### src/rtl/hamming_pkg.sv
// Shared types and sizing helpers for the Hamming-distance datapath
// (feeder, accumulator and downstream comparator).
package hamming_pkg;

  localparam int unsigned HAM_N     = 32;
  localparam int unsigned HAM_CNT_W = 6;

  typedef enum logic [2:0] {
    StIdle,
    StClr,
    StShift,
    StCapt,
    StDone
  } feeder_state_t;

  function automatic int unsigned cnt_width(input int unsigned n);
    return $clog2(n + 1);
  endfunction

endpackage

### src/rtl/hamming_piso.sv
// N-bit parallel-in serial-out register: parallel load, right shift with zero fill.
module hamming_piso #(
  parameter int unsigned N = 32
) (
  input  logic         clk_i,
  input  logic         rst_ni,
  input  logic         load_i,
  input  logic         shift_i,
  input  logic [N-1:0] din_i,
  output logic         dout_lsb_o
);

  logic [N-1:0] sh_q, sh_d;

  always_comb begin
    sh_d = sh_q;
    if (load_i) begin
      sh_d = din_i;
    end else if (shift_i) begin
      sh_d = {1'b0, sh_q[N-1:1]};
    end
  end

  always_ff @(posedge clk_i or negedge rst_ni) begin
    if (!rst_ni) begin
      sh_q <= '0;
    end else begin
      sh_q <= sh_d;
    end
  end

  assign dout_lsb_o = sh_q[0];

endmodule

### src/rtl/hamming_serial_feeder.sv
// Sequencer that streams two N-bit words LSB-first into the bit-serial Hamming
// accumulator and returns the captured count over a valid/ready handshake.
module hamming_serial_feeder
  import hamming_pkg::*;
#(
  parameter int unsigned N     = HAM_N,
  parameter int unsigned CNT_W = HAM_CNT_W
) (
  input  logic             clk_i,
  input  logic             rst_ni,
  input  logic             in_valid_i,
  output logic             in_ready_o,
  input  logic [N-1:0]     g_word_i,
  input  logic [N-1:0]     e_word_i,
  output logic             g_bit_o,
  output logic             e_bit_o,
  output logic             bit_valid_o,
  output logic             acc_clr_o,
  input  logic [CNT_W-1:0] acc_count_i,
  output logic             out_valid_o,
  input  logic             out_ready_i,
  output logic [CNT_W-1:0] out_count_o,
  output logic             busy_o
);

  localparam int unsigned    IdxW    = $clog2(N);
  localparam logic [IdxW-1:0] IdxLast = IdxW'(N - 1);

  // The count reaches N, so the width must hold N without wrapping.
  if (CNT_W < cnt_width(N)) begin : g_cnt_w_check
    $error("CNT_W is too narrow to hold a count of N");
  end

  feeder_state_t    state_q, state_d;
  logic [IdxW-1:0]  idx_q, idx_d;
  logic [CNT_W-1:0] cnt_q, cnt_d;
  logic             load, shift;
  logic             g_lsb, e_lsb;

  hamming_piso #(.N(N)) u_g_piso (
    .clk_i      (clk_i),
    .rst_ni     (rst_ni),
    .load_i     (load),
    .shift_i    (shift),
    .din_i      (g_word_i),
    .dout_lsb_o (g_lsb)
  );

  hamming_piso #(.N(N)) u_e_piso (
    .clk_i      (clk_i),
    .rst_ni     (rst_ni),
    .load_i     (load),
    .shift_i    (shift),
    .din_i      (e_word_i),
    .dout_lsb_o (e_lsb)
  );

  always_comb begin
    state_d     = state_q;
    idx_d       = idx_q;
    cnt_d       = cnt_q;
    load        = 1'b0;
    shift       = 1'b0;
    in_ready_o  = 1'b0;
    bit_valid_o = 1'b0;
    acc_clr_o   = 1'b0;
    out_valid_o = 1'b0;
    unique case (state_q)
      StIdle: begin
        in_ready_o = 1'b1;
        if (in_valid_i) begin
          load    = 1'b1;
          idx_d   = '0;
          state_d = StClr;
        end
      end
      StClr: begin
        acc_clr_o = 1'b1;
        state_d   = StShift;
      end
      StShift: begin
        bit_valid_o = 1'b1;
        shift       = 1'b1;
        if (idx_q == IdxLast) begin
          idx_d   = '0;
          state_d = StCapt;
        end else begin
          idx_d = idx_q + IdxW'(1);
        end
      end
      StCapt: begin
        // Accumulator output already includes bit N-1 here.
        cnt_d   = acc_count_i;
        state_d = StDone;
      end
      StDone: begin
        out_valid_o = 1'b1;
        if (out_ready_i) begin
          state_d = StIdle;
        end
      end
      default: state_d = StIdle;
    endcase
  end

  always_ff @(posedge clk_i or negedge rst_ni) begin
    if (!rst_ni) begin
      state_q <= StIdle;
      idx_q   <= '0;
      cnt_q   <= '0;
    end else begin
      state_q <= state_d;
      idx_q   <= idx_d;
      cnt_q   <= cnt_d;
    end
  end

  // Gated so the free-running accumulator adds zero outside SHIFT.
  assign g_bit_o     = bit_valid_o & g_lsb;
  assign e_bit_o     = bit_valid_o & e_lsb;
  assign out_count_o = cnt_q;
  assign busy_o      = (state_q != StIdle);

endmodule

### config.mk
export PLATFORM = sky130hd
export DESIGN_NAME = hamming_serial_feeder
export DESIGN_NICKNAME = d
export VERILOG_FILES = /design/src/rtl/hamming_pkg.sv /design/src/rtl/hamming_piso.sv /design/src/rtl/hamming_serial_feeder.sv
export SDC_FILE = /design/constraint.sdc
export NUM_CORES = 1
export LEC_CHECK = 0
export BUFFER_PORTS_ARGS = -buffer_cell sky130_fd_sc_hd__buf_2
export CORE_MARGIN = 1
export CORE_UTILIZATION = 40
export DETAILED_ROUTE_END_ITERATION = 10
export PLACE_DENSITY_LB_ADDON = 0.25
export SLEW_MARGIN = 40
export SYNTH_ARGS = -nofsm -noshare
export SYNTH_HDL_FRONTEND = slang
export SYNTH_SLANG_ARGS = --single-unit
### constraint.sdc
create_clock -name clk_i -period 4.7 [get_ports clk_i]
set_input_delay 0.47 -clock clk_i [delete_from_list [all_inputs] [get_ports clk_i]]
set_output_delay 0.47 -clock clk_i [all_outputs]
set_load 0.02 [all_outputs]
### Word-level counts from Yosys, hierarchy flattened

Cells that the tools add are included.

| storage, ports and cells | value |
|---|---|
| bits in registers | 78 |
| bits of input ports | 74 |

| operators by class | value |
|---|---|
| $add $sub $neg | 1 |
| equal/unequal tests | 8 |
| mux-type cells | 17 |
| bitwise operators | 2 |
| reduce and logical (&&, ||, !) cells | 6 |

Operators with widths:

| operator | number |
|---|---|
| $mux 32 | 4 |
| $pmux 3 s5 | 1 |
| $mux 5 | 2 |
| $pmux 5 s2 | 1 |
| $mux 3 | 3 |
| $eq 3x2->1 const B | 2 |
| $mux 1 | 6 |
| $ne 2x2->1 const B | 3 |
| $add 5x1->5 const B | 1 |
| $eq 5x5->1 const B | 1 |
| $reduce_bool 2->1 | 2 |
| $eq 3x1->1 const B | 1 |
| $eq 3x3->1 const B | 1 |
| $logic_not 3->1 | 1 |
| $reduce_and 3->1 | 1 |
| $reduce_bool 3->1 | 1 |
| $and 1x1->1 | 2 |
| $reduce_and 2->1 | 1 |

### Logic depth before layout (Yosys ltp)

| depth | value |
|---|---|
| depth in word-level cells | 4 |
| mapped depth | 8 |
| mapped depth without buffers | 6 |

### Hierarchy

From an unflattened synthesis, not the netlist that was laid out.

| second synthesis, totals | value |
|---|---|
| cells, all modules | 335 |
| area, all modules | 3,713.6 um2 |

Modules (own cells, without submodules):

| module | instances | cells an instance | area an instance (um2) | sequential area each (um2) |
|---|---|---|---|---|
| hamming_piso | 2 | 139 | 1,515.2 | 800.8 |
| hamming_serial_feeder | 1 | 57 | 683.2 | 350.3 |

### Least setup slack after synthesis

Ideal clock, no wire load.

| timing | value |
|---|---|
| kind | register to output |
| start | register state_q[2] |
| end | output port e_bit_o |
| arrival time | 1.565 ns |
| path slack | 2.665 ns |
| cell stages (with the launch flop) | 7 |
| cell sequence | dfrtp_1 buf_2 or3b_1 buf_2 clkinv_2 buf_2 and2_1 |

| on the way | value |
|---|---|
| word-level cells in the longest chain between the ends | 3 |

Ends and longest elaborated chain:

| element | line | text |
|---|---|---|
| start, declared | hamming_serial_feeder.sv:34 | `feeder_state_t state_q, state_d;` |
| start signal, assigned | hamming_serial_feeder.sv:108 | `state_q <= StIdle;` |
| start signal, assigned | hamming_serial_feeder.sv:112 | `state_q <= state_d;` |
| $eq 3x2->1 | hamming_serial_feeder.sv:68 | `unique case (state_q)` |
| $mux 1 | hamming_serial_feeder.sv:68 |  |
| net bit_valid_o | hamming_serial_feeder.sv:17 | `output logic bit_valid_o,` |
| $and 1x1->1 | hamming_serial_feeder.sv:120 | `assign e_bit_o = bit_valid_o & e_lsb;` |
| end, declared | hamming_serial_feeder.sv:16 | `output logic e_bit_o,` |

The timed path passes the listed nets, and every way through them passes these cells.

### Worst setup path in the final report

| timing | value |
|---|---|
| start | register state_q[1] |
| end | output port g_bit_o |

| on the way | value |
|---|---|
| word-level cells in the longest chain between the ends | 3 |

Ends and longest elaborated chain:

| element | line | text |
|---|---|---|
| $eq 3x2->1 | hamming_serial_feeder.sv:68 |  |
| $mux 1 | hamming_serial_feeder.sv:68 |  |
| $and 1x1->1 | hamming_serial_feeder.sv:119 | `assign g_bit_o = bit_valid_o & g_lsb;` |
| end, declared | hamming_serial_feeder.sv:15 | `output logic g_bit_o,` |

No other way between the ends.

==> key figures <==
Run status
  – Status: complete, no violations

Yosys
  – Synth Flop Type: dfrtp_1
  – #FFs+latches synth: 78
  – Post-synthesis cell area: 0.00344 mm2
  – Largest area contributor in the netlist: dfrtp_1
  – Seq/Total Area, Yosys: 56.7%
  – Mapped Avg Cell Area: 12.6 um2
  – Synth unique cells: 30
  – Count leader, synth: dfrtp_1
  – Async set-reset flop share out of synthesis: 100%
  – Ranking of synthesized cells by area: dfrtp_1, a22o_1, a21o_1
  – Syn_nets: 349
  – Gate Count Post-Synth: 273
  – Post-synth EDFFs: 0
  – Top cell type's share of synthesized area: 56.7%
  – Ys Warns: 0
  – Commonest cells in the netlist: dfrtp_1, a22o_1, a21o_1, buf_2, nand2_1

Critical path
  – Critical Path Fanout Max: 35
  – CP max-delay cell: dfrtp_1
  – Crit-path cells: or3b_1 > clkinv_2 > buf_4 > and2_1 > buf_2
  – CP peak stage delay: 0.51 ns
  – CP Data Arrival Time: 2.54 ns
  – CP endpoint kind: output port
  – Critical path class: register to output port
  – Worst EP required: 4.23 ns
  – Worst R2R Setup Slack: 2.11 ns
  – Type of origin of the critical path: register

Clocking
  – Postcts setup bufs: 0
  – TritonCTS Buffers: 9
  – Post-CTS Resized: 0
  – Clk sinks: 78
  – CTS H-Tree Depth: 3
  – Root Buffer: clkbuf_8
  – CTS Buffer Depth: 2
  – Clock Latency Late Sink: 0.34 ns
  – Clock-pin slew on the worst setup and hold paths: 0.07 ns
  – Hold Buf Count CTS: 0
  – CTS tree: done

Floorplanning
  – Io pins: 87
  – DIE HEIGHT: 94.7 um
  – Starting Density: 41.7%
  – Die width: 94.7 um
  – DIE AREA: 0.00897 mm2
  – Row cnt: 33
  – Core region area: 0.00826 mm2

GRT
  – Global-route wire length before repair: 11,400 um
  – Vias in the first global route: 2,331
  – Largest net degree at the start of global routing: 79
  – Grt total ovfl: 0
  – Initial antenna violation count: 0
  – GRT Util Overall: 16.6%

Pwr
  – P_leak: 2.35 nW
  – Max VDD drop: 395 uV
  – Cell area power density: 712 mW/mm2
  – Tot Pwr: 0.00295 W

Timing
  – Slew Viols, Final: 0
  – Worst-margin pin slew: 0.728 ns
  – Setup-failing EPs final: 0
  – Period Utilization, post-route: 64.1%
  – RSZ-0062 raised after global routing: no
  – Final hold violations: 0
  – Final min period: 3.01 ns
  – Final setup margin: 1.69 ns
  – Max Clk Rate: 332 MHz
  – Setup_tns: 0 ns
  – Layout Skew: 0.00823 ns
  – Slew HR: 51.5%
  – Worst-case hold slack: 0.153 ns

Finish
  – ANT cells: 0
  – Fin util: 50.1%
  – Area growth syn-to-layout: 20.3%
  – Area occupied by registers: 0.00195 mm2
  – Filler cells: 774
  – Ratio of cells with drive above 1 in the final layout: 32.5%
  – Layout Nets: 425
  – Multi-input logic area: 0.00135 mm2

Route
  – Drt initial violations: 123
  – Per-cell routed wire length: 15.4 um
  – DRT Pass-1 Iters: 4
  – DRC viols: 0
  – Vias: 2,476
  – Routed Antenna Nets: 0
  – Total Wirelength: 7060 um
  – DR vias/cell: 5.39

Place
  – PortBufs: 86
  – Setup WS pre-CTS: 2.03 ns
  – Gp weighted congestion: 0.767
  – DP HPWL: 4400 um

Job
  – Max-Cap Viols: 0

Hold path
  – Min-delay worst type: input port to async pin
## logic make-up (layout without fill, tap and decap cells)
| kind of cell | count (synthesis) | after routing | synth area share (%) |
|---|---|---|---|
| compound gates | 132 | 132 | 30.8 |
| fa+ha+maj | 2 | 2 | 0.727 |
| flops | 78 | 78 | 56.7 |
| buf+inv | 27 | 108 | 4.37 |
| mux | 8 | 8 | 2.58 |
| simple gates | 26 | 26 | 4.73 |
## final timing paths
path,to,from,depth (start not counted)
setup / recovery,g_bit_o,state_q[1],5
hold / removal,u_g_piso.sh_q[10],rst_ni,1
setup reg to reg,idx_q[0],state_q[1],5
hold reg to reg,u_e_piso.sh_q[0],u_e_piso.sh_q[0],1
max in group asynchronous,u_e_piso.sh_q[3],rst_ni,1
min in group clk_i,state_q[2],out_ready_i,2
## layout make-up
type / count / share of cell area (%)
flip-flops and latches: 78 / 47.2
multi-input cells: 168 / 32.6
repair buffers: 89 / 11.1
clock buffers: 13 / 4.08
well taps: 105 / 3.18
clock inverters: 3 / 1.57
inverters: 3 / 0.302
## cells in the final DEF, fill, tap and decap left out, drive strengths merged, types with 3 or more instances in the layout
cell type,instances
a22o,63
clkbuf,13
nor2,3
dfrtp,78
mux2,7
buf,89
a21o,62
nand2,8
o21ai,5
## where the power goes
group / switching [W] / internal [W]
logic: 0.000607 / 0.000586
registers: 0.000185 / 0.000997
clock network: 0.000228 / 0.000342
total: 0.00102 / 0.00193
## sequential cells by signal (all words and copies together) (netlist names)
| register | cells |
|---|---|
| u_g_piso.sh_q | 32 |
| out_count_o | 6 |
| state_q | 3 |
| u_e_piso.sh_q | 32 |
| idx_q | 5 |
## routing by layer
metal / wire length [um] / share of wire [%] / track usage (%)
met5: 0 / 0 / 0
met4: 126 / 1.8 / 7.58
met3: 366 / 5.2 / 3.14
met2: 3060 / 43 / 23.1
met1: 3500 / 50 / 24.9
## worst max-delay path: cells and delay by family, from the launching register on
| kind | cells | cell delay [ns] |
|---|---|---|
| buffers and inverters | 3 | 0.99 |
| AND/OR/NAND/NOR | 2 | 0.68 |
| flip-flops | 1 | 0.51 |
## stage by stage
| stage | cells | area [um2] |
|---|---|---|
| floorplan | 273 | 3440 |
| detailed placement | 443 | 3900 |
| finish | 459 | 4140 |
| global placement | 443 | 3890 |
| global route | 459 | 4140 |
| CTS | 459 | 4130 |
No activity file was read; power rests on OpenSTA's default activity.
